### config.mk
export PLATFORM = sky130hd
export DESIGN_NAME = sb_crc16_byte
export DESIGN_NICKNAME = d
export VERILOG_FILES = /design/src/rtl/sb_pkg.sv /design/src/rtl/sb_crc16_byte.sv
export SDC_FILE = /design/constraint.sdc
export NUM_CORES = 1
export LEC_CHECK = 0
export ABC_AREA = 1
export BUFFER_PORTS_ARGS = -buffer_cell sky130_fd_sc_hd__buf_2
export CAP_MARGIN = 10
export CORE_MARGIN = 5
export CORE_UTILIZATION = 40
export DETAILED_ROUTE_END_ITERATION = 16
export PLACE_DENSITY = 0.91
export SLEW_MARGIN = 20
export SYNTH_ARGS = -nofsm -noshare
export SYNTH_HDL_FRONTEND = slang
export SYNTH_SLANG_ARGS = --single-unit
export TNS_END_PERCENT = 50
### constraint.sdc
create_clock -name vclk -period 1.3
set_input_delay 0.065 -clock vclk [all_inputs]
set_output_delay 0.065 -clock vclk [all_outputs]
set_load 0.02 [all_outputs]
### src/rtl/sb_pkg.sv
// rtl/sb_pkg.sv - sideband symbol constants, CRC parameters and checker state type
package sb_pkg;

   localparam logic [7:0] DLE     = 8'hFE;
   localparam logic [7:0] STX_CMD = 8'h05;
   localparam logic [7:0] STX_RSP = 8'h04;
   localparam logic [7:0] ETX     = 8'h40;
   localparam logic [7:0] LSE     = 8'h80;
   localparam logic [7:0] CLSE    = 8'h7F;

   localparam logic [15:0] CRC_POLY = 16'h8005;
   localparam logic [15:0] CRC_INIT = 16'hFFFF;

   typedef enum logic [1:0] {
      ST_IDLE     = 2'd0,
      ST_DLE1     = 2'd1,
      ST_DATA     = 2'd2,
      ST_DATA_DLE = 2'd3
   } sb_state_e;

endpackage

### src/rtl/sb_crc16_byte.sv
// rtl/sb_crc16_byte.sv - combinational CRC-16 byte update, MSB-first register, data LSB first
module sb_crc16_byte
   import sb_pkg::*;
#(
   parameter logic [15:0] POLY = CRC_POLY
) (
   input  logic [15:0] crc_i,
   input  logic [7:0]  data_i,
   output logic [15:0] crc_o
);

   logic [15:0] c;

   always_comb begin
      c = crc_i;
      // data_i[0] is the first bit on the line, so it is consumed first
      for (int i = 0; i < 8; i++) begin
         if (c[15] ^ data_i[i]) begin
            c = {c[14:0], 1'b0} ^ POLY;
         end else begin
            c = {c[14:0], 1'b0};
         end
      end
      crc_o = c;
   end

endmodule

== Word level (Yosys, flattened, before mapping) ==
Index checks and enable logic that the tools add are counted.
Operators by class
  multiplexer cells: 8
  bitwise logic cells: 16
Operator list (count)
  16-bit 2-to-1 mux: 8
  3-bit inverter: 8
  1-bit XOR: 8
Storage, ports and cells
  register bits: 0
  output and inout bits: 16
  word-level logic and storage cells: 24

== Depth between registers and ports, before layout ==
Gate-level depths: netlist of the first run.
  depth in word-level cells: 16
  gate-level depth with buffers: 16

== Least setup slack after synthesis of the first run ==
No wires, ideal clock.
  kind: input -> output
  start: input port data_i[0]
  end: output port crc_o[3]
  arrival time: 1.407 ns
  data required time: 1.235 ns
  path slack: -0.172 ns
  stages: 13
  path through: inv_1 -> nand2_1 -> nand2_2 -> nand2_2 -> nand2_4 -> nand2_4 -> nand3_1 -> nand3_2 -> nand2_2 -> nand2_2 -> nand3_4 -> nand2_4 -> xnor2_1
Between the ends
  word-level cells in the longest chain between the ends: 15
Ends and longest elaborated chain
  from (decl): RTL line sb_crc16_byte.sv:8  | input logic [7:0] data_i,
  1-bit XOR *: RTL line sb_crc16_byte.sv:18  | if (c[15] ^ data_i[i]) begin
  16-bit 2-to-1 mux *: RTL line sb_crc16_byte.sv:18
  1-bit XOR *: RTL line sb_crc16_byte.sv:18
  16-bit 2-to-1 mux *: RTL line sb_crc16_byte.sv:18
  1-bit XOR *: RTL line sb_crc16_byte.sv:18
  16-bit 2-to-1 mux *: RTL line sb_crc16_byte.sv:18
  1-bit XOR *: RTL line sb_crc16_byte.sv:18
  16-bit 2-to-1 mux *: RTL line sb_crc16_byte.sv:18
  1-bit XOR *: RTL line sb_crc16_byte.sv:18
  16-bit 2-to-1 mux *: RTL line sb_crc16_byte.sv:18
  1-bit XOR: RTL line sb_crc16_byte.sv:18
  16-bit 2-to-1 mux *: RTL line sb_crc16_byte.sv:18
  1-bit XOR: RTL line sb_crc16_byte.sv:18
  16-bit 2-to-1 mux * (2 in series): RTL line sb_crc16_byte.sv:18
  to (decl): RTL line sb_crc16_byte.sv:9  | output logic [15:0] crc_o
Mark *: on every way between the ends. The rest lies on a longest branch, timed or not.

== Worst setup path after layout of the first run ==
  start: input port data_i[1]
  end: output port crc_o[2]
Between the ends
  word-level cells in the longest chain between the ends: 14
Ends and longest elaborated chain (RTL line)
  1-bit XOR *: sb_crc16_byte.sv:18
  16-bit 2-to-1 mux *: sb_crc16_byte.sv:18
  1-bit XOR *: sb_crc16_byte.sv:18
  16-bit 2-to-1 mux *: sb_crc16_byte.sv:18
  1-bit XOR *: sb_crc16_byte.sv:18
  16-bit 2-to-1 mux *: sb_crc16_byte.sv:18
  1-bit XOR *: sb_crc16_byte.sv:18
  16-bit 2-to-1 mux *: sb_crc16_byte.sv:18
  1-bit XOR *: sb_crc16_byte.sv:18
  16-bit 2-to-1 mux *: sb_crc16_byte.sv:18
  1-bit XOR: sb_crc16_byte.sv:18
  16-bit 2-to-1 mux *: sb_crc16_byte.sv:18
  1-bit XOR: sb_crc16_byte.sv:18
  16-bit 2-to-1 mux *: sb_crc16_byte.sv:18
Marked as above.

==> flow_summary.json, run 1 <==
{
  "routed_wirelength_um": 1890,
  "design.portCount": 40,
  "design.final.nets": 140,
  "report.final.hold_viol_count": 0,
  "setup_tns_ns": -2.31,
  "maxClockFrequency_ghz": 0.620,
  "mean_instance_size_in_the_synthesized_netlist_um2": 7.71,
  "floorplan.die.height_um": 47.8,
  "post-route-drc-count": 0,
  "fin_crit_period_ns": 1.61,
  "drive_above_1_share": 0.868,
  "final.clkbuf_count": 0,
  "holdCritStartpoint": "crc_i[5]",
  "dp_hpwl_um": 1100,
  "yosysTopAreaCell": "nand2_1",
  "postLayoutSetupSlackWorst_ns": -0.313,
  "wire_length_of_the_first_global_routing_pass_um": 2640,
  "final-max-slew-violation-count": 0,
  "synth_top_area_share": 0.0987,
  "timing_worst_slew_pin_value_ns": 0.205,
  "place_congestion": 0.689,
  "timing_worst_setup_path_type": "in2out",
  "ir_worst_vdd_v": 0.000469,
  "seq_cells": 0,
  "routed_wire_length_per_instance_um": 14.6,
  "sequential_cell_area_um2": 0,
  "hold-path-cell-count": 0,
  "failing_checks": "negative setup slack",
  "fp.dieArea_um2": 2280,
  "timing.critical_path.arrival_ns": 1.55,
  "grt_pass1_vias": 604,
  "global_route_total_overflow": 0,
  "syn2layout_area_growth_pct": 93.9,
  "power_density_nw_per_um2": 976,
  "synth_sequential_area_ratio": 0,
  "cp_data_required_time_ns": 1.24,
  "detailedRoute.firstIterationViolations": 8,
  "yosys.cell_count.top_type": "nand2_1",
  "drt-pass1-iter-count": 4,
  "avg_vias_per_cell": 4.77,
  "place_ws_ns": -0.366,
  "synthTopCellsByArea": "nand2_1 (9.9%), nand2_4 (9.9%), xnor2_4 (9.6%)",
  "worstHoldEndpoint": "crc_o[13]",
  "syn_nets": 98,
  "die_w_um": 47.8,
  "netlist_area_um2": 571,
  "p_leak_nw": 0.581,
  "finalSetupViolCount": 9,
  "port_buffer_count": 30,
  "crit_path_max_fanout": 4,
  "status": "finished, violations left",
  "syn-instance-count": 74,
  "vias": 615,
  "synth_top_cells_by_count": "nand2_1 (15), inv_1 (12), nand3_1 (10)",
  "worst_setup_path_start_kind": "primary input",
  "hold_class": "in2out",
  "endpoint_kind": "primary output",
  "layout_filler_cell_count": 65,
  "combined_global_route_utilization_of_all_metal_layers": 0.156,
  "finalCritPeriodShare": 1.24,
  "synth.lib_cells_used.distinct": 14,
  "placementRows": 13,
  "route.antenna.remaining_nets": 0,
  "synth.yosys.warnings": 0,
  "coreArea_um2": 1320,
  "rsz0062_at_grt": "yes",
  "grt_antenna_before_repair": 0,
  "max-slew-margin-rel": 0.864,
  "maxCapViolations": 0,
  "antenna_cells": 0,
  "initial_utilization": 0.433,
  "largest_net_degree_at_the_start_of_global_routing": 5
}
-- worst max path at each step --
stage / start / to
floorplan: crc_i[15] / crc_o[15]
global placement: data_i[1] / crc_o[15]
detailed placement: data_i[1] / crc_o[2]
CTS: crc_i[14] / crc_o[2]
global route: data_i[0] / crc_o[2]
finish: data_i[1] / crc_o[2]
-- per-layer routing --
| layer | wire (um) | global-route usage | vias up | part of all wire |
|---|---|---|---|---|
| met5 | 0 | 0 | - | 0 |
| met4 | 23 | 0 | 0 | 0.012 |
| met3 | 96 | 0 | 2 | 0.051 |
| met2 | 1050 | 0.288 | 20 | 0.56 |
| met1 | 714 | 0.217 | 288 | 0.38 |
| li1 | - | - | 305 | - |
-- layout by cell type, fill, tap and decap left out --
cell     instances
nand2_2         12
nand2_8          1
buf_8            2
xnor2_1          1
xor2_1           4
inv_4            2
inv_1            7
nand3_4          5
xor2_4           3
inv_2            4
nand2_4         12
buf_2           16
xor2_2           2
nand3_2          9
nand3_1          1
nand2_1          2
buf_4           18
buf_6            8
buf_12           1
xnor2_4          3
xnor2_2          1
-- worst max-delay path, cell delays in order --
cell and delay, ns:
buf_12 0.11, xnor2_4 0.18, nand2_4 0.09, nand2_4 0.07, nand2_4 0.06, nand2_4 0.09
nand2_4 0.07, nand3_4 0.11, nand2_4 0.08, nand2_4 0.08, nand3_4 0.11, nand2_8 0.12
nand2_4 0.06, nand3_2 0.07, nand2_2 0.05, buf_6 0.12
-- where the power goes --
group	internal [mW]	switching (mW)	leakage, nW	total [mW]
registers	0	0	0	0
clock network	0	0	0	0
logic	0.502	0.578	0.581	1.08
-- layout make-up --
type               count  area [um2]  share of cell area
multi-input cells     56         678               0.613
repair buffers        45         355               0.321
inverters             13        53.8              0.0486
well taps             15        18.8              0.0170
-- timing repair --
action | in CTS | in global routing
endpoints found under the setup margin | 8 | 9
gates resized for setup | 48 | 15
setup buffers | 4 | 3
hold buffers | 0 | 0
pin swaps | 15 | 15
-- logic make-up after synthesis --
kind of cell              after synthesis  share of synthesized area
buffers and inverters                  18                      0.151
and+or+nand+nor                        42                      0.476
xor gates and xnor gates               14                      0.373
-- metrics by stage --
step           utilization  instances  area (um2)  power (mW)  hold WS, ns
5_1_grt              0.840        129        1110        1.14        0.130
2_1_floorplan            -         74         618       0.547        0.243
3_5_place_dp         0.614        122         810       0.773        0.130
6_report             0.840        129        1110        1.08        0.130
4_1_cts              0.783        126        1030       0.980        0.130
3_3_place_gp         0.614        122         810       0.751        0.130
Note: power is estimated with default switching activity, not from simulation.
==> run 2, diff against run 1 <==
--- a/config.mk
+++ b/config.mk
@@ -6,12 +6,13 @@
 export NUM_CORES = 1
 export LEC_CHECK = 0
 export ABC_AREA = 1
-export BUFFER_PORTS_ARGS = -buffer_cell sky130_fd_sc_hd__buf_2
+export BUFFER_PORTS_ARGS = -buffer_cell sky130_fd_sc_hd__buf_4
 export CAP_MARGIN = 10
 export CORE_MARGIN = 5
 export CORE_UTILIZATION = 40
 export DETAILED_ROUTE_END_ITERATION = 16
 export PLACE_DENSITY = 0.91
+export RECOVER_POWER = 25
 export SLEW_MARGIN = 20
 export SYNTH_ARGS = -nofsm -noshare
 export SYNTH_HDL_FRONTEND = slang
==> run 2 against run 1 <==
Effect of this change: the flow still finishes with violations (negative setup slack); wire length rose by 2.3%; first-iteration DRC count rose by 38%; combinational power barely moved; fmax fell by 1.9%; design area fell by 0.45%; cell count fell by 2.3%; global-route usage rose by 2.3 points; critical endpoint is now crc_o[15].
==> flow_summary.json, run 2 (synthesis gave the netlist of run 1 again) <==
{
  "design.final.nets": 137,
  "postLayoutCoreUtil": 0.836,
  "finalCritPeriodShare": 1.27,
  "antenna_cells": 0,
  "wire_length_of_the_first_global_routing_pass_um": 2940,
  "fin_crit_period_ns": 1.64,
  "dp_hpwl_um": 1190,
  "timing.critical_path.arrival_ns": 1.58,
  "final-max-slew-violation-count": 0,
  "failing_checks": "negative setup slack",
  "syn2layout_area_growth_pct": 93.0,
  "vias": 617,
  "ir_worst_vdd_v": 0.000495,
  "postLayoutSetupSlackWorst_ns": -0.345,
  "design.portCount": 40,
  "worst_setup_path_start_kind": "primary input",
  "final.clkbuf_count": 0,
  "cp_data_required_time_ns": 1.24,
  "cts_hold_buf": 0,
  "maxClockFrequency_ghz": 0.608,
  "p_leak_nw": 0.575,
  "detailedRoute.firstIterationViolations": 11,
  "grt_pass1_vias": 660,
  "seq_cells": 0,
  "endpoint_kind": "primary output",
  "place_ws_ns": -0.332,
  "route.antenna.remaining_nets": 0,
  "maxCapViolations": 0,
  "avg_vias_per_cell": 4.90,
  "initial_utilization": 0.433,
  "placementRows": 13,
  "timing_worst_setup_path_type": "in2out",
  "routed_wire_length_per_instance_um": 15.3,
  "port_buffer_count": 30,
  "largest_net_degree_at_the_start_of_global_routing": 5,
  "post-route-drc-count": 0,
  "status": "finished, violations left",
  "report.final.hold_viol_count": 0,
  "fin_worst_hold_slack_ns": 0.130,
  "place_congestion": 0.686,
  "most-common-layout-cells": "buf_4 (34), nand2_4 (13), nand2_2 (11)",
  "crit_path_max_fanout": 4,
  "timing_worst_slew_pin_value_ns": 0.200,
  "combined_global_route_utilization_of_all_metal_layers": 0.180,
  "rsz0062_at_grt": "yes",
  "grt_antenna_before_repair": 0,
  "leading_cell_type_in_the_layout_fill_and_taps_excluded": "buf_4",
  "fp.dieArea_um2": 2280,
  "finalSetupViolCount": 8,
  "floorplan.die.height_um": 47.8,
  "max-slew-margin-rel": 0.866,
  "power_density_nw_per_um2": 953,
  "drive_above_1_share": 0.856,
  "hold-path-cell-count": 0,
  "sequential_cell_area_um2": 0,
  "holdCritStartpoint": "crc_i[5]",
  "hold_class": "in2out",
  "routed_wirelength_um": 1930,
  "global_route_total_overflow": 0,
  "drt-pass1-iter-count": 4,
  "worstHoldEndpoint": "crc_o[13]",
  "die_w_um": 47.8,
  "coreArea_um2": 1320
}
[run 2: cell count changes in the layout (fill, tap and decap cells not counted), sizes merged]
cell	before	now
buf	45	42
[run 2: area by class of cell]
cell class,count,area [um2]
Fill cell,73,216
Inverter,13,51.3
Multi-Input combinational cell,56,669
Tap cell,15,18.8
Timing Repair Buffer,42,362
[run 2: power by group]
part / switching [mW] / total [mW] / leakage, nW / internal [mW]
clock network: 0 / 0 / 0 / 0
registers: 0 / 0 / 0 / 0
logic: 0.566 / 1.05 / 0.575 / 0.484
[run 2: critical path: stages]
cell and delay [ns]:
buf_12 0.11, xnor2_4 0.19, nand2_4 0.09, nand2_4 0.08
nand2_4 0.06, nand2_4 0.09, nand2_4 0.06, nand3_4 0.10
nand2_4 0.08, nand2_4 0.08, nand3_4 0.09, nand2_4 0.13
nand2_4 0.08, nand3_2 0.08, nand2_2 0.05, buf_6 0.13
[run 2: worst max path at each step]
stage / start / to / slack, ns / depth (start not counted)
global route: data_i[1] / crc_o[2] / -0.43 / 18
finish: data_i[1] / crc_o[15] / -0.34 / 16
floorplan: crc_i[15] / crc_o[15] / -0.05 / 16
global placement: data_i[1] / crc_o[15] / -0.28 / 14
detailed placement: crc_i[15] / crc_o[2] / -0.33 / 16
CTS: crc_i[14] / crc_o[2] / -0.26 / 16
[run 2: stage by stage]
step	cell area [um2]	std cells	TNS, ns	power [mW]
final	1100	126	-2.08	1.05
after floorplan	618	74	-0.187	0.547
after CTS	1070	125	-1.60	0.999
after global routing	1100	126	-2.79	1.12
after detailed placement	877	121	-1.83	0.851
after global placement	877	121	-1.46	0.826
[run 2: repair_timing]
item / 4_1_cts / 5_1_grt
pin swaps: 11 / 11
buffers inserted: 4 / 1
resized for setup: 36 / 9
setup endpoints to repair: 8 / 9
[run 2: per-layer routing]
metal  vias up  wire length, um  part of all wire  GRT usage
met5         -                0                 0          0
met1       295              619              0.32      0.196
met4         0               25             0.013     0.0430
met3         2              130             0.067    0.00376
li1        294                -                 -          -
met2        26             1160              0.60      0.369
==> run 3, diff against run 2 <==
--- a/config.mk
+++ b/config.mk
@@ -6,11 +6,12 @@
 export NUM_CORES = 1
 export LEC_CHECK = 0
 export ABC_AREA = 1
-export BUFFER_PORTS_ARGS = -buffer_cell sky130_fd_sc_hd__buf_4
+export BUFFER_PORTS_ARGS = -buffer_cell sky130_fd_sc_hd__buf_2
 export CAP_MARGIN = 10
 export CORE_MARGIN = 5
 export CORE_UTILIZATION = 40
 export DETAILED_ROUTE_END_ITERATION = 16
+export MAX_ROUTING_LAYER = met4
 export PLACE_DENSITY = 0.91
 export RECOVER_POWER = 25
 export SLEW_MARGIN = 20
==> run 3 against run 2 <==
Effect of this change: the run still ends with negative setup slack left; sequential share of layout area unchanged; fmax up 2.0%; largest cell class unchanged; highest routed layer unchanged; critical path type unchanged; critical path depth unchanged; cell count up 2.4%.
==> flow_summary.json, run 3 (synthesis gave the netlist of run 1 again) <==
{
  "hold-path-cell-count": 0,
  "slowest_delay_ns": 0.18,
  "initial_utilization": 0.433,
  "route.antenna.remaining_nets": 0,
  "crit_path_cell_trace": "buf_12 -> xnor2_4 -> nand2_4 -> nand2_4 -> nand2_4 -> nand2_4 -> nand2_4 -> nand3_4 -> nand2_4 -> nand2_4 -> nand3_4 -> nand2_8 -> nand2_4 -> nand3_2 -> nand2_2 -> buf_6",
  "detailedRoute.firstIterationViolations": 8,
  "net_sw_frac": 0.535,
  "global_route_total_overflow": 0,
  "place_congestion": 0.696,
  "post-route-drc-count": 0,
  "placementRows": 13,
  "crit_slowest_cell": "xnor2_4",
  "power_frac_seq": 0,
  "finalSetupViolCount": 9,
  "floorplan.die.height_um": 47.8,
  "max-slew-margin-rel": 0.864,
  "timing_worst_slew_pin_value_ns": 0.205,
  "postLayoutCoreUtil": 0.840,
  "power_density_nw_per_um2": 976,
  "failing_checks": "negative setup slack",
  "layout_filler_cell_count": 65,
  "antenna_cells": 0,
  "leading_cell_type_in_the_layout_fill_and_taps_excluded": "buf_4",
  "ir_worst_vdd_v": 0.000469,
  "finalCritPeriodShare": 1.24,
  "maxCapViolations": 0,
  "place_area_um2": 810,
  "largest_net_degree_at_the_start_of_global_routing": 5,
  "fin_crit_period_ns": 1.61,
  "design_power_total_mw": 1.08,
  "postLayoutSetupSlackWorst_ns": -0.313,
  "report.final.hold_viol_count": 0,
  "grt_antenna_before_repair": 0,
  "holdCritStartpoint": "crc_i[5]",
  "sequential_cell_area_um2": 0,
  "final.clkbuf_count": 0,
  "port_buffer_count": 30,
  "hold_class": "in2out",
  "routed_wire_length_per_instance_um": 14.6,
  "p_int_mw": 0.502,
  "routed_wirelength_um": 1890,
  "grt_pass1_vias": 602,
  "power.combinational.fraction": 1.000,
  "crit_path_max_fanout": 4,
  "design.portCount": 40,
  "setup_tns_ns": -2.31,
  "most-common-layout-cells": "buf_4 (18), buf_2 (16), nand2_2 (12), nand2_4 (12), nand3_2 (9)",
  "multi_input_area_um2": 678,
  "syn2layout_area_growth_pct": 93.9,
  "design.final.nets": 140,
  "final-max-slew-violation-count": 0,
  "timing_worst_setup_path_type": "in2out",
  "fp.dieArea_um2": 2280,
  "cp_data_required_time_ns": 1.24,
  "seq_cells": 0,
  "vias": 615,
  "cts_hold_buf": 0,
  "fin_area_um2": 1110,
  "dp_hpwl_um": 1100,
  "avg_vias_per_cell": 4.77,
  "rsz0062_at_grt": "yes",
  "most_used_cell_cp": "nand2_4",
  "drive_above_1_share": 0.868,
  "coreArea_um2": 1320,
  "worst_setup_path_startpoint": "data_i[1]",
  "maxClockFrequency_ghz": 0.620,
  "drt-pass1-iter-count": 4,
  "status": "finished, violations left",
  "clockPowerShare": 0,
  "combined_global_route_utilization_of_all_metal_layers": 0.161,
  "wire_length_of_the_first_global_routing_pass_um": 2630,
  "worst_setup_path_start_kind": "primary input",
  "p_sw_mw": 0.578,
  "die_w_um": 47.8,
  "p_leak_nw": 0.581,
  "timing.critical_path.arrival_ns": 1.55,
  "endpoint_kind": "primary output"
}
==> run 3: per-layer routing <==
| metal | track usage | share of wire |
|---|---|---|
| met1 | 0.217 | 0.38 |
| met2 | 0.288 | 0.56 |
| met3 | 0 | 0.051 |
| met4 | 0 | 0.012 |
| met5 | - | 0 |
==> run 3: path summary, 6_finish.rpt <==
kind               endpoint  slack [ns]
hold / removal    crc_o[13]        0.13
setup / recovery   crc_o[2]       -0.31
==> run 3: area by class of cell <==
class / count / share of cell area
inverter: 13 / 0.0486
multi-input combinational: 56 / 0.613
tap: 15 / 0.0170
timing repair buffer: 45 / 0.321
==> run 3: metrics by stage <==
step | setup WS [ns] | hold slack [ns] | instances
2_1_floorplan | -0.0511 | 0.243 | 74
3_3_place_gp | -0.266 | 0.130 | 122
3_5_place_dp | -0.366 | 0.130 | 122
4_1_cts | -0.264 | 0.130 | 126
5_1_grt | -0.421 | 0.130 | 129
6_report | -0.313 | 0.130 | 129
==> run 3: repair_timing <==
| action | CTS | global route |
|---|---|---|
| pin swaps | 15 | 15 |
| endpoints found under the setup margin | 8 | 9 |
| resized for setup | 48 | 15 |
| buffers inserted | 4 | 3 |
==> run 3: power groups by stage <==
stage	combinational [mW]	clock [mW]	sequential [mW]
2_1_floorplan	0.547	0	0
3_3_place_gp	0.751	0	0
3_5_place_dp	0.773	0	0
4_1_cts	0.980	0	0
5_1_grt	1.14	0	0
6_report	1.08	0	0
==> run 3: worst max-delay path: cells and delay by family <==
kind,cells,cell delay (ns)
simple gates,13,1.06
xor+xnor,1,0.18
buf+inv,2,0.23
